`src/rtl/regfile_sb.sv`:
```
// Register file with a per-register busy scoreboard, writeback bypass on reads
// and one-cycle registered read data.
module regfile_sb #(
   parameter int XLEN  = 32,
   parameter int NREGS = 32,
   parameter int AW    = $clog2(NREGS)
) (
   input  logic             clk,
   input  logic             reset,
   input  logic [AW-1:0]    rs1_addr,
   input  logic [AW-1:0]    rs2_addr,
   input  logic             rd_valid,
   output logic             rs_ready,
   output logic [XLEN-1:0]  rs1_data,
   output logic [XLEN-1:0]  rs2_data,
   output logic             rs_valid,
   input  logic             issue_valid,
   input  logic [AW-1:0]    issue_rd,
   input  logic             wb_valid,
   input  logic [AW-1:0]    wb_addr,
   input  logic [XLEN-1:0]  wb_data,
   input  logic             flush,
   output logic [NREGS-1:0] busy_vec
);

   logic [XLEN-1:0]  regs [NREGS];
   logic [NREGS-1:0] busy_p0;
   logic [NREGS-1:0] busy_nxt;
   logic             hit1;
   logic             hit2;
   logic             accept;
   logic [XLEN-1:0]  rs1_sel;
   logic [XLEN-1:0]  rs2_sel;
   logic [XLEN-1:0]  rs1_data_p1;
   logic [XLEN-1:0]  rs2_data_p1;
   logic             vld_p1;

   // A same-edge writeback to a source overrides both the busy bit and the stored value.
   function automatic logic [XLEN-1:0] src_sel(input logic [AW-1:0] a, input logic hit);
      if (hit)
         return wb_data;
      if (a == '0)
         return '0;
      return regs[a];
   endfunction

   always_comb begin
      hit1     = wb_valid && (wb_addr == rs1_addr) && (rs1_addr != '0);
      hit2     = wb_valid && (wb_addr == rs2_addr) && (rs2_addr != '0);
      rs_ready = !((busy_p0[rs1_addr] && !hit1) || (busy_p0[rs2_addr] && !hit2));
      accept   = rd_valid && rs_ready;
      rs1_sel  = src_sel(rs1_addr, hit1);
      rs2_sel  = src_sel(rs2_addr, hit2);
   end

   // Priority low to high: flush, writeback clear, issue set.
   always_comb begin
      busy_nxt = busy_p0;
      if (flush)
         busy_nxt = '0;
      if (wb_valid)
         busy_nxt[wb_addr] = 1'b0;
      if (issue_valid && (issue_rd != '0))
         busy_nxt[issue_rd] = 1'b1;
      busy_nxt[0] = 1'b0;
   end

   always_ff @(posedge clk or negedge reset) begin
      if (!reset) begin
         for (int i = 0; i < NREGS; i++)
            regs[i] <= '0;
      end else if (wb_valid && (wb_addr != '0)) begin
         regs[wb_addr] <= wb_data;
      end
   end

   always_ff @(posedge clk or negedge reset) begin
      if (!reset)
         busy_p0 <= '0;
      else
         busy_p0 <= busy_nxt;
   end

   // Stage p0 -> p1: registered read data, updated only on an accepted read.
   always_ff @(posedge clk or negedge reset) begin
      if (!reset) begin
         vld_p1      <= 1'b0;
         rs1_data_p1 <= '0;
         rs2_data_p1 <= '0;
      end else begin
         vld_p1 <= accept;
         if (accept) begin
            rs1_data_p1 <= rs1_sel;
            rs2_data_p1 <= rs2_sel;
         end
      end
   end

   assign rs_valid = vld_p1;
   assign rs1_data = rs1_data_p1;
   assign rs2_data = rs2_data_p1;
   assign busy_vec = busy_p0;

endmodule

```
`config.mk`:
```
export PLATFORM = sky130hd
export DESIGN_NAME = regfile_sb
export DESIGN_NICKNAME = d
export VERILOG_FILES = /design/src/rtl/regfile_sb.sv
export SDC_FILE = /design/constraint.sdc
export NUM_CORES = 2
export LEC_CHECK = 0
export ABC_AREA = 1
export CORE_ASPECT_RATIO = 0.7
export CORE_MARGIN = 4
export CORE_UTILIZATION = 35
export CTS_CLUSTER_SIZE = 40
export DETAILED_ROUTE_END_ITERATION = 12
export PLACE_DENSITY = 0.54
export SLEW_MARGIN = 10
export SYNTH_ARGS = -nofsm -noshare
export SYNTH_HDL_FRONTEND = slang
export SYNTH_SLANG_ARGS = --single-unit
```
`constraint.sdc`:
```
create_clock -name clk -period 2.13 [get_ports clk]
set_input_delay 0.213 -clock clk [delete_from_list [all_inputs] [get_ports clk]]
set_output_delay 0.213 -clock clk [all_outputs]
set_load 0.03 [all_outputs]
```
; After elaboration in Yosys (flattened, before gate mapping)
; Cells that the tools add are included.
[totals]
reg_bits = 1120
input_bits = 58
out_inout_bits = 98
elab_cells = 110
[op_classes]
order_cmp = 10
eq_ne = 2
n_mux = 34
bitwise = 6
reduce_logical = 22
[op_table]
columns = operator, n
row1 = bitwise mux 1024 bit, 1
row2 = two-way mux 32 bit, 16
row3 = binary-select mux 32 bit (select 5 bit), 2
row4 = demux 32 bit (select 5 bit), 1
row5 = AND 32 bit, 1
row6 = NOT 32 bit, 1
row7 = bitwise OR 32 bit, 1
row8 = "less-than comparator 5 x 6 -> 1 bit, second input constant", 4
row9 = nonzero test 5 bit, 4
row10 = ">= comparator 6 bit, second input constant", 3
row11 = NOT 5 -> 6 bit, 3
row12 = logical AND 1 bit, 12
row13 = binary-select mux 1 bit (select 5 bit), 2
row14 = demux 1 bit (select 5 bit), 2
row15 = equality test 5 bit, 2
row16 = ">= comparator 5 x 1 -> 1 bit, second input constant", 2
row17 = logical NOT 5 bit, 2
row18 = two-way mux 1 bit, 10
row19 = "less-than comparator 6 x 1 -> 1 bit, second input constant", 1
row20 = logical NOT 1 bit, 3
row21 = logical OR 1 bit, 1

; Longest topological paths before layout
[logic_depth]
depth_word = 9
depth_mapped = 17

; Worst setup path before layout
; Ideal clock, no wire load.
[synth_path]
path_type = register to register
start = reg busy_p0[9], in the netlist busy_vec[9]
end = reg rs1_data_p1[0], in the netlist rs1_data[0]
arrival_ps = 1544
slack_ps = 469
stages_incl_launch_ff = 16
synth_period_minus_slack_ps = 1661
path_cell_list = dfrtp_1 > nand2_1 > nand3_1 > nand2_1 > nand2_1 > nand2_1 > nand2_1 > nand2_1 > nor2_1 > nand2_1 > nand2_2 > nor2_4 > buf_6 > buf_12 > nand2_2 > nand2_1
[synth_between]
elab_chain_cells = 6
word_cells_on_any_way = 9
classes_between = mux: 4 / reduce/logical: 5
[synth_rtl]
columns = item, line
row1 = from (decl), 27  ; logic [NREGS-1:0] busy_p0;
row2 = from (signal assigned), 81  ; busy_p0 <= busy_nxt;
row3 = binary-select mux 1 bit (select 5 bit), 50  ; rs_ready = !((busy_p0[rs1_addr] && !hit1) || (busy_p0[rs2_addr] && !hit2));
row4 = two-way mux 1 bit (implied by the code), 50
row5 = logical AND 1 bit, 50
row6 = logical OR 1 bit (*), 50
row7 = logical NOT 1 bit (*), 50
row8 = logical AND 1 bit (*), 51  ; accept = rd_valid && rs_ready;
row9 = to (signal assigned), 93  ; rs1_data_p1 <= rs1_sel;
row10 = to (decl), 34  ; logic [XLEN-1:0] rs1_data_p1;
; Every way passes the cells marked *; elsewhere a longest branch is shown, timed or not. The select of a mux whose other input is x is not followed.
; A chain may end at the register's enable or synchronous reset.

; Final worst setup path
[layout_path]
start = reg busy_p0[15], in the netlist busy_vec[15]
end = out rs_ready
[layout_between]
elab_chain_cells = 5
word_cells_on_any_way = 8
classes_between = mux: 4 / reduce/logical: 4
[layout_rtl]
columns = item, line
row1 = binary-select mux 1 bit (select 5 bit), 50
row2 = two-way mux 1 bit (implied by the code), 50
row3 = logical AND 1 bit, 50
row4 = logical OR 1 bit (*), 50
row5 = logical NOT 1 bit (*), 50
row6 = to (decl), 13  ; output logic rs_ready,
; Marks and branches as above.

==> reports/results.txt <==
The share of the Yosys chip area taken by registers is 46.05%. The final instance area came out at 72410 µm². The tools report the critical path required time as 1.92 ns.

The maximum number of pins on one net before global-route repair was 104. The final hold violation count was 0; the mean post-synth cell area was 7.491 µm². The run finished, with violations left. The overall overflow remaining after global route was 0; the number of I/O pins was 156.

After synthesis the cells add up to 60860 µm². Compared with the post-synthesis result, the final layout area differs by 18.98%. The logs give 68000 µm² for the cell area after placement and 0 for the final number of max-transition violations.

The clock arrives with 0.02705 ns of skew. The worst pin sits at a relative slew slack of 22.47%. The tools report the combinational power share as 21.7%. Clock tree synthesis inserted a total of 115 buffers. The first TritonRoute pass finished after 7 iterations. For the number of cells in the design after placement, the log shows 10.25k.

The global-route usage over all layers is 27.36%, and the compound-cell area share of the yosys netlist is 22.95%. In the final routed layout, each cell accounts on average for 24.31 µm. The clock latency at the later pin of the worst-skew pair is 0.77 ns.

The wire-length estimate of the detail-placed layout is 159200 µm. For the power spent charging and discharging nets, the log shows 0.02105 W. The congestion estimate from routability-driven global placement came to 0.8596.

The number of port buffers is 154, and the fraction of layout cells with a size suffix above 1 is 10.12%. The logs give -0.1548 ns for the post-layout worst setup margin and 35.37% for the initial cell density of the core. The tree is rooted in a clkbuf_16.

Combinational family with the most area after synthesis: compound AO/OA/AOI/OAI gates. The total number of nets in the final design is 8139. In this design, the stage delay of the slowest critical-path cell is 0.42 ns. The kind of end point of the critical path was an output port. Number of violations reported at the end of detailed-routing iteration 0: 7927. The routed layout has 59.65k vias. By startpoint and endpoint, the worst setup path is classified as reg -> out. Register bit count reported by yosys: 1120. After Yosys synthesis, and, or, nand and nor cells account for 21.49% of the synthesized area.

Clock-pin slew was measured on the worst setup and hold paths at 0.07 ns. Per report_power, the clock group accounts for 34.2% of the total. The via count of the first global-routing pass is 55.35k. Maximum buffer depth of the clock tree: 3. Cell at the slowest stage of the critical path: dfrtp_2. From bottom edge to top edge, the die measures 356.9 µm. The kind of cell with the highest combined delay along the critical path is simple AND/OR/NAND/NOR gates.

The run gives 255300 µm as the final routed wirelength across all metal layers. TritonCTS built the clock tree. IR analysis of the VDD net gives a maximum drop of 0.8128 mV. The class of the tightest hold or removal check is in -> reg. In the routed design, unresolved DRC markers number 0. Power spread over the standard cell area amounts to 884.8 nW/µm². Net switching is 32.86% of the power. Walking the worst path, the cells encountered are nand2_1 > nand3_2 > nand3_1 > nand3_1 > nand2_1 > nand2_2 > nand3_2 > nand2_4 > inv_4 > buf_6. The tools report the number of nets in the synthesized netlist as 8183. Using the TritonRoute via totals, the vias-per-cell ratio works out to 5.682. Sequential cells burn 44.1% of the power. The final critical-path share of the clock period was 107.3%; the count of warnings emitted by yosys was 0.

The worst path buffer plus inverter count is 2, and the count of cell types in the netlist is 30. The final reports fail on setup timing. Setup repair after global routing could not meet its margin everywhere. Highest fanout seen on the critical path: 3. The die covers 180700 µm². Startpoint class of the critical path: a flop.

In this run the number of H-tree levels came out at 3. The tool flagged a number of max-cap violations equal to 0. The number of antenna violations at the first check in global routing came out at 7. The first-pass GRT wire length was 375400 µm. The tools report the arrival time of data at the critical path endpoint as 2.07 ns.

The detail route stage leaves a number of antenna-violating nets equal to 0. In this run the core area contains 127 standard-cell rows. Setup violations remaining at the end of the flow were counted as 7.

For the static leakage, the log shows 32.93 nW. The finished layout holds 10.50k standard cells, fillers aside. The multiplexer fraction of the synthesized cell area was 0%; the cell count after synthesis was 8125.

Cell internal power was estimated by the tool at 0.04302 W. The region available for standard cell placement spans 172100 µm². The floorplan step set the die width to 506.4 µm. The run gives 1120 as the total clock sinks. The post-synthesis adder-cell area fraction came out at 0%. The synthesized netlist devotes 0.04317% of its cell area to XOR and XNOR gates. At the pin with the least slew margin, the transition time is 1.159 ns. For the finished layout, the period the worst path requires is 2.285 ns. The maximum achievable frequency is 437.7 MHz.
routing by layer:
metal	wire length [µm]	share of wire (%)	GRT usage [%]
met5	23	0.0090	0
met4	10020	3.9	9.331
met3	23010	9.0	5.138
met2	109800	43	41.30
met1	112400	44	39.32
timing repair:
item	CTS	global route
endpoints found under the setup margin	72	37
resized for setup	88	36
pin swaps	14	15
buffers inserted	22	11
endpoints found under the hold margin	923	0
hold buffers	2	0
cloned	0	5
tightest hold or removal path, cell delays in order:
cell and delay (ns):
clkdlybuf4s50_1 0.51, nand2_1 0.10, o21ai_0 0.06
logic make-up after synthesis:
kind of cell	after synthesis
other	1
flip-flops	1120
AO/OA/AOI/OAI	2500
buffers and inverters	1402
XOR/XNOR	3
AND/OR/NAND/NOR	3099
path summary, 6_finish.rpt:
path	depth (start not counted)	start	end	slack (ns)
min in group asynchronous	3	reset	regs[1001]	0.24
max reg2reg	17	busy_vec[5]	rs1_data[10]	-0.03
min	3	wb_data[5]	regs[517]	0.17
max	10	busy_vec[15]	rs_ready	-0.15
min reg2reg	0	regs[1023]	regs[1023]	0.39
max in group asynchronous	3	reset	regs[673]	0.31
synth_stat cells (all sizes together):
library cell | count | area (µm²)
conb | 1 | 3.750
nand4 | 3 | 18.77
nor3 | 11 | 70.07
dfrtp | 1120 | 28030
inv | 575 | 2161
o22ai | 7 | 43.79
nor2 | 148 | 565.6
clkinv | 1 | 5.000
a21oi | 579 | 2902
o211ai | 577 | 4332
xnor2 | 1 | 8.760
nand2 | 1887 | 7163
clkbuf | 493 | 1851
xor2 | 2 | 17.52
nand3 | 1050 | 5260
buf | 333 | 1742
o21ai | 1337 | 6691
state kept, by name, summed over array words and instances, names as in the netlist:
register  count
rs_valid      1
regs       1024
rs1_data     32
rs2_data     32
busy_vec     31
per-stage QoR:
step	TNS [ns]	utilization (%)	setup WS (ns)	hold WS (ns)	power, W
floorplan	0	-	0.4690	-0.08259	0.03663
global placement	-16.32	39.51	-0.2419	0.1742	0.04199
detailed placement	-23.26	39.51	-0.2224	0.1755	0.04238
CTS	-0.1861	41.89	-0.1861	0.1217	0.06412
global route	-1.763	42.07	-0.2532	0.1587	0.06753
finish	-0.2048	42.08	-0.1548	0.1653	0.06407
cell type report:
cell class	instances	area [µm²]
Tap cell	2322	2905
Clock buffer	166	3333
Fill cell	17290	99680
Timing Repair Buffer	665	7879
Antenna cell	2	5.005
Clock inverter	45	626.9
Multi-Input combinational cell	5603	27440
Sequential cell	1120	28040
Inverter	576	2182
placed cells by master (no fill, tap or decap), types with 2 or more instances in the layout:
master	instances
a21oi_1	577
a21oi_2	2
buf_12	197
buf_16	2
buf_2	2
buf_4	308
buf_6	4
buf_8	5
bufinv_16	14
clkbuf_1	28
clkbuf_16	121
clkbuf_8	20
clkdlybuf4s50_1	67
clkinv_2	22
clkinv_4	4
dfrtp_1	1112
dfrtp_2	8
diode_2	2
dlygate4sd2_1	71
dlygate4sd3_1	2
dlymetal6s2s_1	4
inv_1	563
inv_2	7
inv_4	4
inv_6	4
nand2_1	1812
nand2_2	49
nand2_4	26
nand3_1	1039
nand3_2	10
nand4_1	3
nor2_1	137
nor2_4	10
nor3_1	8
nor3_2	3
o211ai_1	577
o21ai_0	1317
o21ai_1	20
o22ai_1	7
xor2_1	2
power by group through the flow:
stage / Combinational (W) / Clock [W] / Sequential [W]
after CTS: 0.0138 / 0.0222 / 0.0282
after detailed placement: 0.0139 / 0 / 0.0285
after floorplan: 0.00832 / 0 / 0.0283
after global routing: 0.0157 / 0.0231 / 0.0287
final: 0.0139 / 0.0219 / 0.0282
after global placement: 0.0136 / 0 / 0.0284
No activity file was read; power rests on OpenSTA's default activity.
